===== src/rtl/multicycle_controller_if.sv =====
// Bundle between the multi-cycle MIPS control FSM and the datapath it drives:
// instruction fields and stall in, per-state strobes and static decode fields out.
interface multicycle_controller_if;
    logic [5:0] opcode;
    logic       bit17;
    logic       stall;

    logic       pcwrite;
    logic       pcwritecond;
    logic       irwrite;
    logic       regwrite;
    logic       hilowrite;
    logic       memread;
    logic       memwrite;
    logic       iord;
    logic       jump;
    logic       link;
    logic       alusrc;
    logic       regdst;
    logic       memtoreg;
    logic       secontrol;
    logic       ls_control;
    logic       ls_secontrol;
    logic       comp_control;
    logic [3:0] aluop;
    logic [1:0] d_memwrite_s;
    logic       illegal;
    logic [2:0] state;

    modport master (
        input  opcode, bit17, stall,
        output pcwrite, pcwritecond, irwrite, regwrite, hilowrite, memread, memwrite,
               iord, jump, link, alusrc, regdst, memtoreg, secontrol, ls_control,
               ls_secontrol, comp_control, aluop, d_memwrite_s, illegal, state
    );

    modport slave (
        output opcode, bit17, stall,
        input  pcwrite, pcwritecond, irwrite, regwrite, hilowrite, memread, memwrite,
               iord, jump, link, alusrc, regdst, memtoreg, secontrol, ls_control,
               ls_secontrol, comp_control, aluop, d_memwrite_s, illegal, state
    );
endinterface


===== src/rtl/multicycle_controller.sv =====
// Multi-cycle MIPS control FSM: FETCH/DECODE/EXEC/MEM/WB with parametrised wait
// states for instruction memory, data memory and multiplier latency.
module multicycle_controller #(
    parameter int IMEM_LAT = 1,
    parameter int DMEM_LAT = 1,
    parameter int MUL_LAT  = 1
) (
    input logic                    clk,
    input logic                    rst,
    multicycle_controller_if.master bus
);

    typedef enum logic [2:0] {
        S_FETCH  = 3'd0,
        S_DECODE = 3'd1,
        S_EXEC   = 3'd2,
        S_MEM    = 3'd3,
        S_WB     = 3'd4
    } state_t;

    typedef enum logic [2:0] {
        C_ALU, C_MUL, C_LOAD, C_STORE, C_BRANCH, C_J, C_JAL, C_ILL
    } class_t;

    typedef struct packed {
        class_t     cls;
        logic [3:0] aluop;
        logic       alusrc;
        logic       regdst;
        logic       memtoreg;
        logic       secontrol;
        logic       ls_control;
        logic       ls_secontrol;
        logic       comp_control;
        logic [1:0] memwrite_s;
    } dec_t;

    localparam int MAXLAT = (IMEM_LAT > DMEM_LAT) ?
                            ((IMEM_LAT > MUL_LAT) ? IMEM_LAT : MUL_LAT) :
                            ((DMEM_LAT > MUL_LAT) ? DMEM_LAT : MUL_LAT);
    localparam int CW = $clog2(MAXLAT + 1);

    function automatic dec_t decode(input logic [5:0] op, input logic b17);
        dec_t d;
        d           = '0;
        d.cls       = C_ILL;
        d.secontrol = 1'b1;
        d.memtoreg  = 1'b1;
        case (op)
            6'b000000: begin d.cls = C_ALU; d.aluop = 4'd0; d.regdst = 1'b1; end
            6'b011100: begin d.cls = C_MUL; d.aluop = 4'd1; d.regdst = 1'b1; end
            6'b011111: begin d.cls = C_ALU; d.aluop = 4'd2; d.regdst = 1'b1; end
            6'b001100: begin d.cls = C_ALU; d.aluop = 4'd3; d.alusrc = 1'b1; d.secontrol = 1'b0; end
            6'b001101: begin d.cls = C_ALU; d.aluop = 4'd4; d.alusrc = 1'b1; d.secontrol = 1'b0; end
            6'b001110: begin d.cls = C_ALU; d.aluop = 4'd5; d.alusrc = 1'b1; d.secontrol = 1'b0; end
            6'b001000: begin d.cls = C_ALU; d.aluop = 4'd6; d.alusrc = 1'b1; end
            6'b001001: begin d.cls = C_ALU; d.aluop = 4'd7; d.alusrc = 1'b1; end
            6'b001010: begin d.cls = C_ALU; d.aluop = 4'd8; d.alusrc = 1'b1; end
            6'b001011: begin d.cls = C_ALU; d.aluop = 4'd9; d.alusrc = 1'b1; end
            6'b001111: begin d.cls = C_ALU; d.aluop = 4'd10; d.alusrc = 1'b1; end
            6'b100011, 6'b100000, 6'b100001: begin
                d.cls          = C_LOAD;
                d.aluop        = 4'd6;
                d.alusrc       = 1'b1;
                d.memtoreg     = 1'b0;
                d.ls_control   = (op != 6'b100011);
                d.ls_secontrol = (op == 6'b100001);
            end
            6'b101011, 6'b101000, 6'b101001: begin
                d.cls          = C_STORE;
                d.aluop        = 4'd6;
                d.alusrc       = 1'b1;
                d.ls_control   = (op != 6'b101011);
                d.ls_secontrol = (op == 6'b101001);
                d.memwrite_s   = (op == 6'b101000) ? 2'd1 : ((op == 6'b101001) ? 2'd2 : 2'd0);
            end
            6'b000111, 6'b000110: begin
                d.cls          = C_BRANCH;
                d.aluop        = 4'd11;
                d.comp_control = (op == 6'b000110);
            end
            6'b000001: begin d.cls = C_BRANCH; d.aluop = 4'd12; d.comp_control = b17; end
            6'b000100, 6'b000101: begin
                d.cls          = C_BRANCH;
                d.aluop        = 4'd13;
                d.comp_control = (op == 6'b000101);
            end
            6'b000010: d.cls = C_J;
            6'b000011: d.cls = C_JAL;
            default:   d.cls = C_ILL;
        endcase
        return d;
    endfunction

    state_t         state;
    logic [CW-1:0]  cnt;
    logic           live;
    logic           dvalid;
    logic [5:0]     op_q;
    logic           b17_q;
    dec_t           in_dec;
    dec_t           q_dec;
    logic           fetch_last;
    logic           exec_last;
    logic           mem_last;
    logic           en;

    assign in_dec     = decode(bus.opcode, bus.bit17);
    assign q_dec      = decode(op_q, b17_q);
    assign fetch_last = (cnt == CW'(IMEM_LAT - 1));
    assign mem_last   = (cnt == CW'(DMEM_LAT - 1));
    assign exec_last  = (q_dec.cls != C_MUL) || (cnt == CW'(MUL_LAT - 1));
    assign en         = live && !bus.stall && !rst;

    // The first cycle after reset is an idle FETCH; sequencing starts once live is set.
    always_ff @(posedge clk) begin
        if (rst) begin
            state  <= S_FETCH;
            cnt    <= '0;
            live   <= 1'b0;
            dvalid <= 1'b0;
            op_q   <= '0;
            b17_q  <= 1'b0;
        end else if (bus.stall) begin
            state <= state;
        end else if (!live) begin
            live <= 1'b1;
        end else begin
            case (state)
                S_FETCH: begin
                    if (fetch_last) begin
                        state <= S_DECODE;
                        cnt   <= '0;
                    end else begin
                        cnt <= cnt + CW'(1);
                    end
                end
                S_DECODE: begin
                    op_q   <= bus.opcode;
                    b17_q  <= bus.bit17;
                    dvalid <= 1'b1;
                    cnt    <= '0;
                    if (in_dec.cls == C_J || in_dec.cls == C_JAL || in_dec.cls == C_ILL)
                        state <= S_FETCH;
                    else
                        state <= S_EXEC;
                end
                S_EXEC: begin
                    if (exec_last) begin
                        cnt <= '0;
                        case (q_dec.cls)
                            C_BRANCH:        state <= S_FETCH;
                            C_LOAD, C_STORE: state <= S_MEM;
                            default:         state <= S_WB;
                        endcase
                    end else begin
                        cnt <= cnt + CW'(1);
                    end
                end
                S_MEM: begin
                    if (mem_last) begin
                        cnt   <= '0;
                        state <= (q_dec.cls == C_LOAD) ? S_WB : S_FETCH;
                    end else begin
                        cnt <= cnt + CW'(1);
                    end
                end
                default: begin
                    cnt   <= '0;
                    state <= S_FETCH;
                end
            endcase
        end
    end

    // Per-state strobes; DECODE needs the live opcode, so these are decoded from state.
    always_comb begin
        bus.pcwrite     = 1'b0;
        bus.pcwritecond = 1'b0;
        bus.irwrite     = 1'b0;
        bus.regwrite    = 1'b0;
        bus.hilowrite   = 1'b0;
        bus.memread     = 1'b0;
        bus.memwrite    = 1'b0;
        bus.iord        = 1'b0;
        bus.jump        = 1'b0;
        bus.link        = 1'b0;
        bus.illegal     = 1'b0;
        if (en) begin
            case (state)
                S_FETCH: begin
                    bus.memread = 1'b1;
                    if (fetch_last) begin
                        bus.irwrite = 1'b1;
                        bus.pcwrite = 1'b1;
                    end
                end
                S_DECODE: begin
                    case (in_dec.cls)
                        C_J: begin
                            bus.pcwrite = 1'b1;
                            bus.jump    = 1'b1;
                        end
                        C_JAL: begin
                            bus.pcwrite  = 1'b1;
                            bus.jump     = 1'b1;
                            bus.link     = 1'b1;
                            bus.regwrite = 1'b1;
                        end
                        C_ILL:   bus.illegal = 1'b1;
                        default: bus.illegal = 1'b0;
                    endcase
                end
                S_EXEC: bus.pcwritecond = (q_dec.cls == C_BRANCH);
                S_MEM: begin
                    bus.iord     = 1'b1;
                    bus.memread  = (q_dec.cls == C_LOAD);
                    bus.memwrite = (q_dec.cls == C_STORE) && mem_last;
                end
                S_WB: begin
                    bus.hilowrite = (q_dec.cls == C_MUL);
                    bus.regwrite  = (q_dec.cls != C_MUL);
                end
                default: bus.iord = 1'b0;
            endcase
        end
    end

    assign bus.aluop        = dvalid ? q_dec.aluop        : 4'd0;
    assign bus.alusrc       = dvalid && q_dec.alusrc;
    assign bus.regdst       = dvalid && q_dec.regdst;
    assign bus.memtoreg     = dvalid && q_dec.memtoreg;
    assign bus.secontrol    = dvalid && q_dec.secontrol;
    assign bus.ls_control   = dvalid && q_dec.ls_control;
    assign bus.ls_secontrol = dvalid && q_dec.ls_secontrol;
    assign bus.comp_control = dvalid && q_dec.comp_control;
    assign bus.d_memwrite_s = dvalid ? q_dec.memwrite_s   : 2'd0;
    assign bus.state        = state;

endmodule


===== src/flat_wrapper.sv =====
// flat-port wrapper written by rule: the top's interface ports become plain ports
module multicycle_controller_flat 
#(
    parameter int IMEM_LAT = 1,
    parameter int DMEM_LAT = 1,
    parameter int MUL_LAT  = 1
)
  (clk, rst, bus_opcode, bus_bit17, bus_stall, bus_pcwrite, bus_pcwritecond, bus_irwrite, bus_regwrite, bus_hilowrite, bus_memread, bus_memwrite, bus_iord, bus_jump, bus_link, bus_alusrc, bus_regdst, bus_memtoreg, bus_secontrol, bus_ls_control, bus_ls_secontrol, bus_comp_control, bus_aluop, bus_d_memwrite_s, bus_illegal, bus_state);
  multicycle_controller_if bus_i ();
  input logic clk;
  input logic rst;
  input wire logic [$bits(bus_i.opcode)-1:0] bus_opcode;
  input wire logic [$bits(bus_i.bit17)-1:0] bus_bit17;
  input wire logic [$bits(bus_i.stall)-1:0] bus_stall;
  output wire logic [$bits(bus_i.pcwrite)-1:0] bus_pcwrite;
  output wire logic [$bits(bus_i.pcwritecond)-1:0] bus_pcwritecond;
  output wire logic [$bits(bus_i.irwrite)-1:0] bus_irwrite;
  output wire logic [$bits(bus_i.regwrite)-1:0] bus_regwrite;
  output wire logic [$bits(bus_i.hilowrite)-1:0] bus_hilowrite;
  output wire logic [$bits(bus_i.memread)-1:0] bus_memread;
  output wire logic [$bits(bus_i.memwrite)-1:0] bus_memwrite;
  output wire logic [$bits(bus_i.iord)-1:0] bus_iord;
  output wire logic [$bits(bus_i.jump)-1:0] bus_jump;
  output wire logic [$bits(bus_i.link)-1:0] bus_link;
  output wire logic [$bits(bus_i.alusrc)-1:0] bus_alusrc;
  output wire logic [$bits(bus_i.regdst)-1:0] bus_regdst;
  output wire logic [$bits(bus_i.memtoreg)-1:0] bus_memtoreg;
  output wire logic [$bits(bus_i.secontrol)-1:0] bus_secontrol;
  output wire logic [$bits(bus_i.ls_control)-1:0] bus_ls_control;
  output wire logic [$bits(bus_i.ls_secontrol)-1:0] bus_ls_secontrol;
  output wire logic [$bits(bus_i.comp_control)-1:0] bus_comp_control;
  output wire logic [$bits(bus_i.aluop)-1:0] bus_aluop;
  output wire logic [$bits(bus_i.d_memwrite_s)-1:0] bus_d_memwrite_s;
  output wire logic [$bits(bus_i.illegal)-1:0] bus_illegal;
  output wire logic [$bits(bus_i.state)-1:0] bus_state;
  assign bus_i.opcode = bus_opcode;
  assign bus_i.bit17 = bus_bit17;
  assign bus_i.stall = bus_stall;
  assign bus_pcwrite = bus_i.pcwrite;
  assign bus_pcwritecond = bus_i.pcwritecond;
  assign bus_irwrite = bus_i.irwrite;
  assign bus_regwrite = bus_i.regwrite;
  assign bus_hilowrite = bus_i.hilowrite;
  assign bus_memread = bus_i.memread;
  assign bus_memwrite = bus_i.memwrite;
  assign bus_iord = bus_i.iord;
  assign bus_jump = bus_i.jump;
  assign bus_link = bus_i.link;
  assign bus_alusrc = bus_i.alusrc;
  assign bus_regdst = bus_i.regdst;
  assign bus_memtoreg = bus_i.memtoreg;
  assign bus_secontrol = bus_i.secontrol;
  assign bus_ls_control = bus_i.ls_control;
  assign bus_ls_secontrol = bus_i.ls_secontrol;
  assign bus_comp_control = bus_i.comp_control;
  assign bus_aluop = bus_i.aluop;
  assign bus_d_memwrite_s = bus_i.d_memwrite_s;
  assign bus_illegal = bus_i.illegal;
  assign bus_state = bus_i.state;
  multicycle_controller #(.IMEM_LAT(IMEM_LAT), .DMEM_LAT(DMEM_LAT), .MUL_LAT(MUL_LAT)) u_core (.clk(clk), .rst(rst), .bus(bus_i));
endmodule

===== config.mk =====
export PLATFORM = sky130hd
export DESIGN_NAME = multicycle_controller_flat
export DESIGN_NICKNAME = d
export VERILOG_FILES = /design/src/rtl/multicycle_controller_if.sv /design/src/rtl/multicycle_controller.sv /design/src/flat_wrapper.sv
export SDC_FILE = /design/constraint.sdc
export NUM_CORES = 1
export LEC_CHECK = 0
export BUFFER_PORTS_ARGS = -buffer_cell sky130_fd_sc_hd__buf_2
export CELL_PAD_IN_SITES_DETAIL_PLACEMENT = 1
export CELL_PAD_IN_SITES_GLOBAL_PLACEMENT = 1
export CORE_MARGIN = 1.5
export CORE_UTILIZATION = 35
export CTS_BUF_LIST = sky130_fd_sc_hd__clkbuf_16
export DETAILED_ROUTE_END_ITERATION = 10
export GPL_TIMING_DRIVEN = 0
export PLACE_DENSITY = 0.79
export SLEW_MARGIN = 25
export SYNTH_ARGS = -nofsm -noshare
export SYNTH_HDL_FRONTEND = slang
export SYNTH_SLANG_ARGS = --single-unit

===== constraint.sdc =====
create_clock -name clk -period 2.3 [get_ports clk]
set_clock_uncertainty 0.1 [all_clocks]
set_input_delay 0.115 -clock clk [delete_from_list [all_inputs] [get_ports clk]]
set_output_delay 0.115 -clock clk [all_outputs]
set_load 0.01 [all_outputs]

# --- Yosys cells after proc, flatten, opt, wreduce, memory -nomap -nowiden ---
# Cells that the tools add are included.
word_totals:
  ff_bits: 13
  wordCells: 160
classes:
  addsub: 1
  eq_ne: 63
  mux: 50
  bitwise_logic: 2
  reduce_logical: 38
ops:
  columns: ["op", "n"]
  rows:
  - ["6-bit by 4-bit == test with 1-bit output, second input constant", 16]
  - ["6-bit == test, second input constant", 12]
  - ["4-bit one-hot mux with 13 select lines", 1]
  - ["6-bit by 3-bit == test with 1-bit output, second input constant", 8]
  - ["3-bit one-hot mux with 7 select lines", 2]
  - ["1-bit 2-to-1 mux", 29]
  - ["6-bit by 2-bit == test with 1-bit output, second input constant", 4]
  - ["6-bit by 5-bit == test with 1-bit output, second input constant", 4]
  - ["10-bit OR reduction", 2]
  - ["3-bit OR reduction", 6]
  - ["3-bit == test, second input constant", 5]
  - ["14-bit OR reduction", 1]
  - ["3-bit by 2-bit == test with 1-bit output, second input constant", 4]
  - ["6-bit by 1-bit == test with 1-bit output, second input constant", 2]
  - ["6-bit logical NOT", 2]
  - ["3-bit 2-to-1 mux", 4]
  - ["6-bit != test, second input constant", 2]
  - ["3-bit one-hot mux with 4 select lines", 1]
  - ["1-bit logical AND", 10]
  - ["2-bit 2-to-1 mux", 5]
  - ["2-bit OR reduction", 5]
  - ["5-bit OR reduction", 2]
  - ["1-bit one-hot mux with 2 select lines", 4]
  - ["7-bit OR reduction", 1]
  - ["16 further kinds", 22]

# --- Depth between registers and ports, before layout ---
logic_depth:
  word_depth: 8
  mapped_depth: 7
  ltp_nobuf: 5

# --- Least setup slack after synthesis ---
# OpenSTA, ideal clock, no wires.
synth_path:
  path_type: "register to output"
  start: "register u_core.state[0] (netlist: u_core.bus.state[0])"
  end: "output port bus_regwrite"
  arrival_time_ns: 1.614
  required_time_ns: 2.085
  setup_slack_ns: 0.471
  path_stages_with_launch: 7
  n_path_buf: 1
  cell_sequence: "dfxtp_1 buf_2 nand2b_1 or3_1 nor3_2 and2_1 o21bai_1"
synth_between:
  elab_chain_cells: 3
  elab_cells_between_ends: 4
  cone_classes: "eq/ne (2); mux (2)"
synth_rtl:
  columns: ["item", "line_no", "text"]
  rows:
  - ["start: declaration", "multicycle_controller.sv:95", "state_t state;"]
  - ["start signal: assignment", "multicycle_controller.sv:125", "state <= state;"]
  - ["start signal: assignment", "multicycle_controller.sv:163", "state <= (q_dec.cls == C_LOAD) ? S_WB : S_FETCH;"]
  - ["3-bit == test / 3-bit by 1-bit == test with 1-bit output (equally long branches)", "multicycle_controller.sv:190", "case (state)"]
  - ["1-bit one-hot mux with 2 select lines *", "multicycle_controller.sv:190", null]
  - ["1-bit 2-to-1 mux *", "multicycle_controller.sv:189", "if (en) begin"]
  - ["end: declaration", "flat_wrapper.sv:18", "output wire logic [$bits(bus_i.regwrite)-1:0] bus_regwrite;"]
# Mark *: on every way between the ends. The rest lies on a longest branch, timed or not.

# --- Worst setup path after layout ---
layout_path:
  start: "register u_core.op_q[1]"
  end: "output port bus_aluop[1]"
layout_between:
  elab_chain_cells: 4
  elab_cells_between_ends: 26
  cone_classes: "eq/ne (21); mux (2); reduce/logical (3)"
layout_rtl:
  columns: ["item", "line_no", "text"]
  rows:
  - ["start: declaration", "multicycle_controller.sv:99", "logic [5:0] op_q;"]
  - ["start signal: assignment", "multicycle_controller.sv:139", "op_q <= bus.opcode;"]
  - ["6-bit by 4-bit == test with 1-bit output, or another cell as far along", "multicycle_controller.sv:49", "case (op)"]
  - ["7-bit OR reduction (no source line) / 2-bit OR reduction (equally long branches)", null, null]
  - ["4-bit one-hot mux with 13 select lines *", "multicycle_controller.sv:49", null]
  - ["4-bit 2-to-1 mux *", "multicycle_controller.sv:229", "assign bus.aluop = dvalid ? q_dec.aluop : 4'd0;"]
  - ["end: declaration", "flat_wrapper.sv:32", "output wire logic [$bits(bus_i.aluop)-1:0] bus_aluop;"]
# Marks and branches as above.

==> summary.txt <==
Outcome
  – Outcome: completed

Synthesis
  – Post-synthesis net count: 179
  – Cell count after synthesis: 169
  – Syn_area_per_cell: 6.88 um^2
  – Syn. warnings: 0
  – Post-synth ARST share: 0%
  – Ys flop type: dfxtp_1
  – Post-Syn Area: 1160 um^2
  – Register bit total from synthesis: 13
  – Post-synth cell types: 47
  – Post-synth EDFFs: 0
  – Seq/Total Area, Yosys: 22.4%

Final layout
  – Most frequent cells in the layout: 42 x buf_2, 24 x nor2_1, 13 x dfxtp_1
  – Layout cells sized above 1: 24.4%
  – Final instance area: 1480 um^2
  – Commonest non-fill, non-tap cell in the layout: buf_2
  – Area delta synth->final: 27.7%
  – Nets: 220
  – N_diodes: 0
  – Post-route insts no fill: 253

Clock network
  – Clk buf depth: 2
  – Root buf cell: clkbuf_16
  – CTS sink cnt: 13
  – Postcts setup bufs: 0
  – Htree depth: 1
  – Total CTS buffers: 3
  – Worst skew pair latency: 250 ps
  – CTS tree: yes
  – Worst-path clk slew: 50 ps

Global routing
  – Total GRT Usage: 23.9%
  – Initial antenna violation count: 0
  – First-pass GRT wire length: 6620 um
  – Largest net degree at the start of global routing: 11
  – Vias in the first global route: 1433
  – Total grt overflow: 0

Setup path
  – CP Max Fanout: 10
  – Worst R2R Path Depth: 6
  – Crit Path Category: reg -> out
  – R2r setup slk: 460 ps
  – Startpoint class of the critical path: flip-flop
  – Crit path max-delay family: buffers and inverters
  – Reg2reg start: u_core.op_q[3]
  – Worst Setup End Kind: primary output
  – Crit-path cells: buf_6, clkbuf_1, nand2_1, o32a_1, a2bb2oi_1, nor2_1, buf_2
  – CP bufs+invs: 3
  – Max incr delay on CP: 360 ps
  – Max stage delay cell, worst path: clkbuf_1
  – Reg-to-reg endpoint: u_core.bus.state[0]
  – CP Launch Point: u_core.op_q[1]
  – Worst Path Required: 2090 ps
  – Data arrival time of the worst path: 1950 ps

Routing
  – Met1 Wirelength: 1890 um
  – Vias post-DR: 1403
  – Via/cell ratio: 5.55
  – WL met2: 2030 um
  – Drc violations: 0
  – Routed len/inst: 16.0 um
  – ANT nets after route: 0
  – DR WL met3: 108 um
  – Top Layer Used: met4
  – Detailed Route WL: 4060 um
  – DRT iter0 DRCs: 72
  – First-pass DRT Iterations: 4

Die
  – Top Ports: 37
  – Core area: 3100 um^2
  – Starting Density: 37.5%
  – Die H: 60.6 um
  – Die ar.: 3680 um^2
  – Row cnt: 20
  – Width of the die: 60.6 um

STA
  – Headroom to the max-slew limit: 63.4%
  – RSZ-0062 raised after global routing: false
  – Final period util: 94.1%
  – Fmax: 462 MHz
  – Period minus WS final: 2160 ps
  – Final setup viols: 0
  – Slew at the pin closest to its max-slew limit: 548 ps
  – Max Slew Vio Count: 0
  – Fin Setup TNS: 0 ps
  – Hold Vio Cnt, Final: 0

Min path
  – Hold Startpoint: bus_bit17
  – Worst hold-check path type: in -> reg
  – Hold depth: 3
  – Hold EP: u_core.b17_q

Placed design
  – Cell Area, Placed: 1390 um^2
  – Dpl cells: 248
  – Count of input and output buffers: 35
  – Hpwl dp: 2970 um
  – Global placer's final weighted congestion: 0.861

Flow run
  – Maxcap violations: 0

Power
  – Power per cell area: 437 nW/um^2
  – Leak Pwr: 0.666 nW
  – Maximum vdd drop: 0.304 mV
## routing by layer
metal | vias up | GRT usage (%)
li1 | 694 | -
met1 | 683 | 30.4
met2 | 22 | 41.0
met3 | 4 | 4.90
met4 | 0 | 6.21
met5 | - | 0
## where the power goes
part / total [W] / switching (W) / internal [W] / leakage (nW)
Clock: 0.000337 / 0.000105 / 0.000232 / 0.0409
Sequential: 0.000233 / 0.00000296 / 0.000230 / 0.105
Combinational: 0.0000787 / 0.0000475 / 0.0000312 / 0.520
Total: 0.000649 / 0.000155 / 0.000493 / 0.666
## through the flow
step / util [%] / total power, W / hold slack (ps) / setup WS (ps)
global placement: 44.9 / 0.000310 / 208 / 456
floorplan: - / 0.000285 / 111 / 471
CTS: 47.8 / 0.000658 / 20.2 / 140
detailed placement: 44.9 / 0.000313 / 219 / 401
global route: 47.8 / 0.000677 / 53.3 / 10.8
finish: 47.8 / 0.000649 / 14.5 / 136
## worst max path at each step
stage	end	slack, ps	depth (start not counted)
after global routing	bus_aluop[2]	10	7
after floorplan	bus_regwrite	470	6
after global placement	bus_aluop[1]	460	7
after detailed placement	bus_aluop[1]	400	7
final	bus_aluop[1]	140	7
after CTS	bus_aluop[1]	140	7
## cells in the mapped netlist (2+ instances only)
| library cell | count | area share (%) |
|---|---|---|
| a21oi_1 | 10 | 4.3 |
| a22oi_1 | 2 | 1.3 |
| a31oi_1 | 2 | 1.1 |
| and2_1 | 3 | 1.6 |
| and3_1 | 3 | 1.6 |
| buf_2 | 7 | 3.0 |
| clkbuf_1 | 8 | 2.6 |
| dfxtp_1 | 13 | 22 |
| inv_1 | 6 | 1.9 |
| mux2i_1 | 7 | 6.0 |
| nand2_1 | 12 | 3.9 |
| nand2b_1 | 6 | 3.2 |
| nand3_1 | 3 | 1.3 |
| nand4b_1 | 2 | 1.5 |
| nor2_1 | 24 | 7.8 |
| nor2b_1 | 3 | 1.6 |
| nor3_1 | 10 | 4.3 |
| nor3b_1 | 3 | 1.9 |
| nor4_1 | 4 | 2.2 |
| o21ai_0 | 7 | 3.0 |
| o21ai_1 | 4 | 1.7 |
| or2_1 | 2 | 1.1 |
| or3_1 | 3 | 1.6 |
| or4_1 | 2 | 1.3 |
## layout make-up
type / count / area (um^2)
clock buffers: 3 / 75.1
clock inverters: 1 / 5.00
flip-flops and latches: 13 / 260
inverters: 6 / 22.5
multi-input cells: 134 / 803
plain buffers: 16 / 77.6
repair buffers: 36 / 185
fillers: 438 / 1620
well taps: 44 / 55.1
## registers in the layout (all words and copies together), names as in the netlist
register          count
u_core.bus.state      3
u_core.dvalid         1
u_core.cnt            1
u_core.live           1
u_core.b17_q          1
u_core.op_q           6
## what timing repair did
item                                    4_1_cts  5_1_grt
hold endpoints to repair                      1        0
endpoints found under the setup margin        0        1
resized for setup                             0        2
hold buffers                                  1        0
## tightest hold or removal path, stage by stage
cell and delay, ps:
buf_2 70, mux2i_1 50, nor2_1 80
## kinds of logic after synthesis
| logic type | Yosys count | synth area share (%) |
|---|---|---|
| mux | 7 | 6.03 |
| buf+inv | 22 | 8.50 |
| flops | 13 | 22.4 |
| compound gates | 41 | 23.1 |
| simple gates | 86 | 39.9 |
No activity file was read; power rests on OpenSTA's default activity.
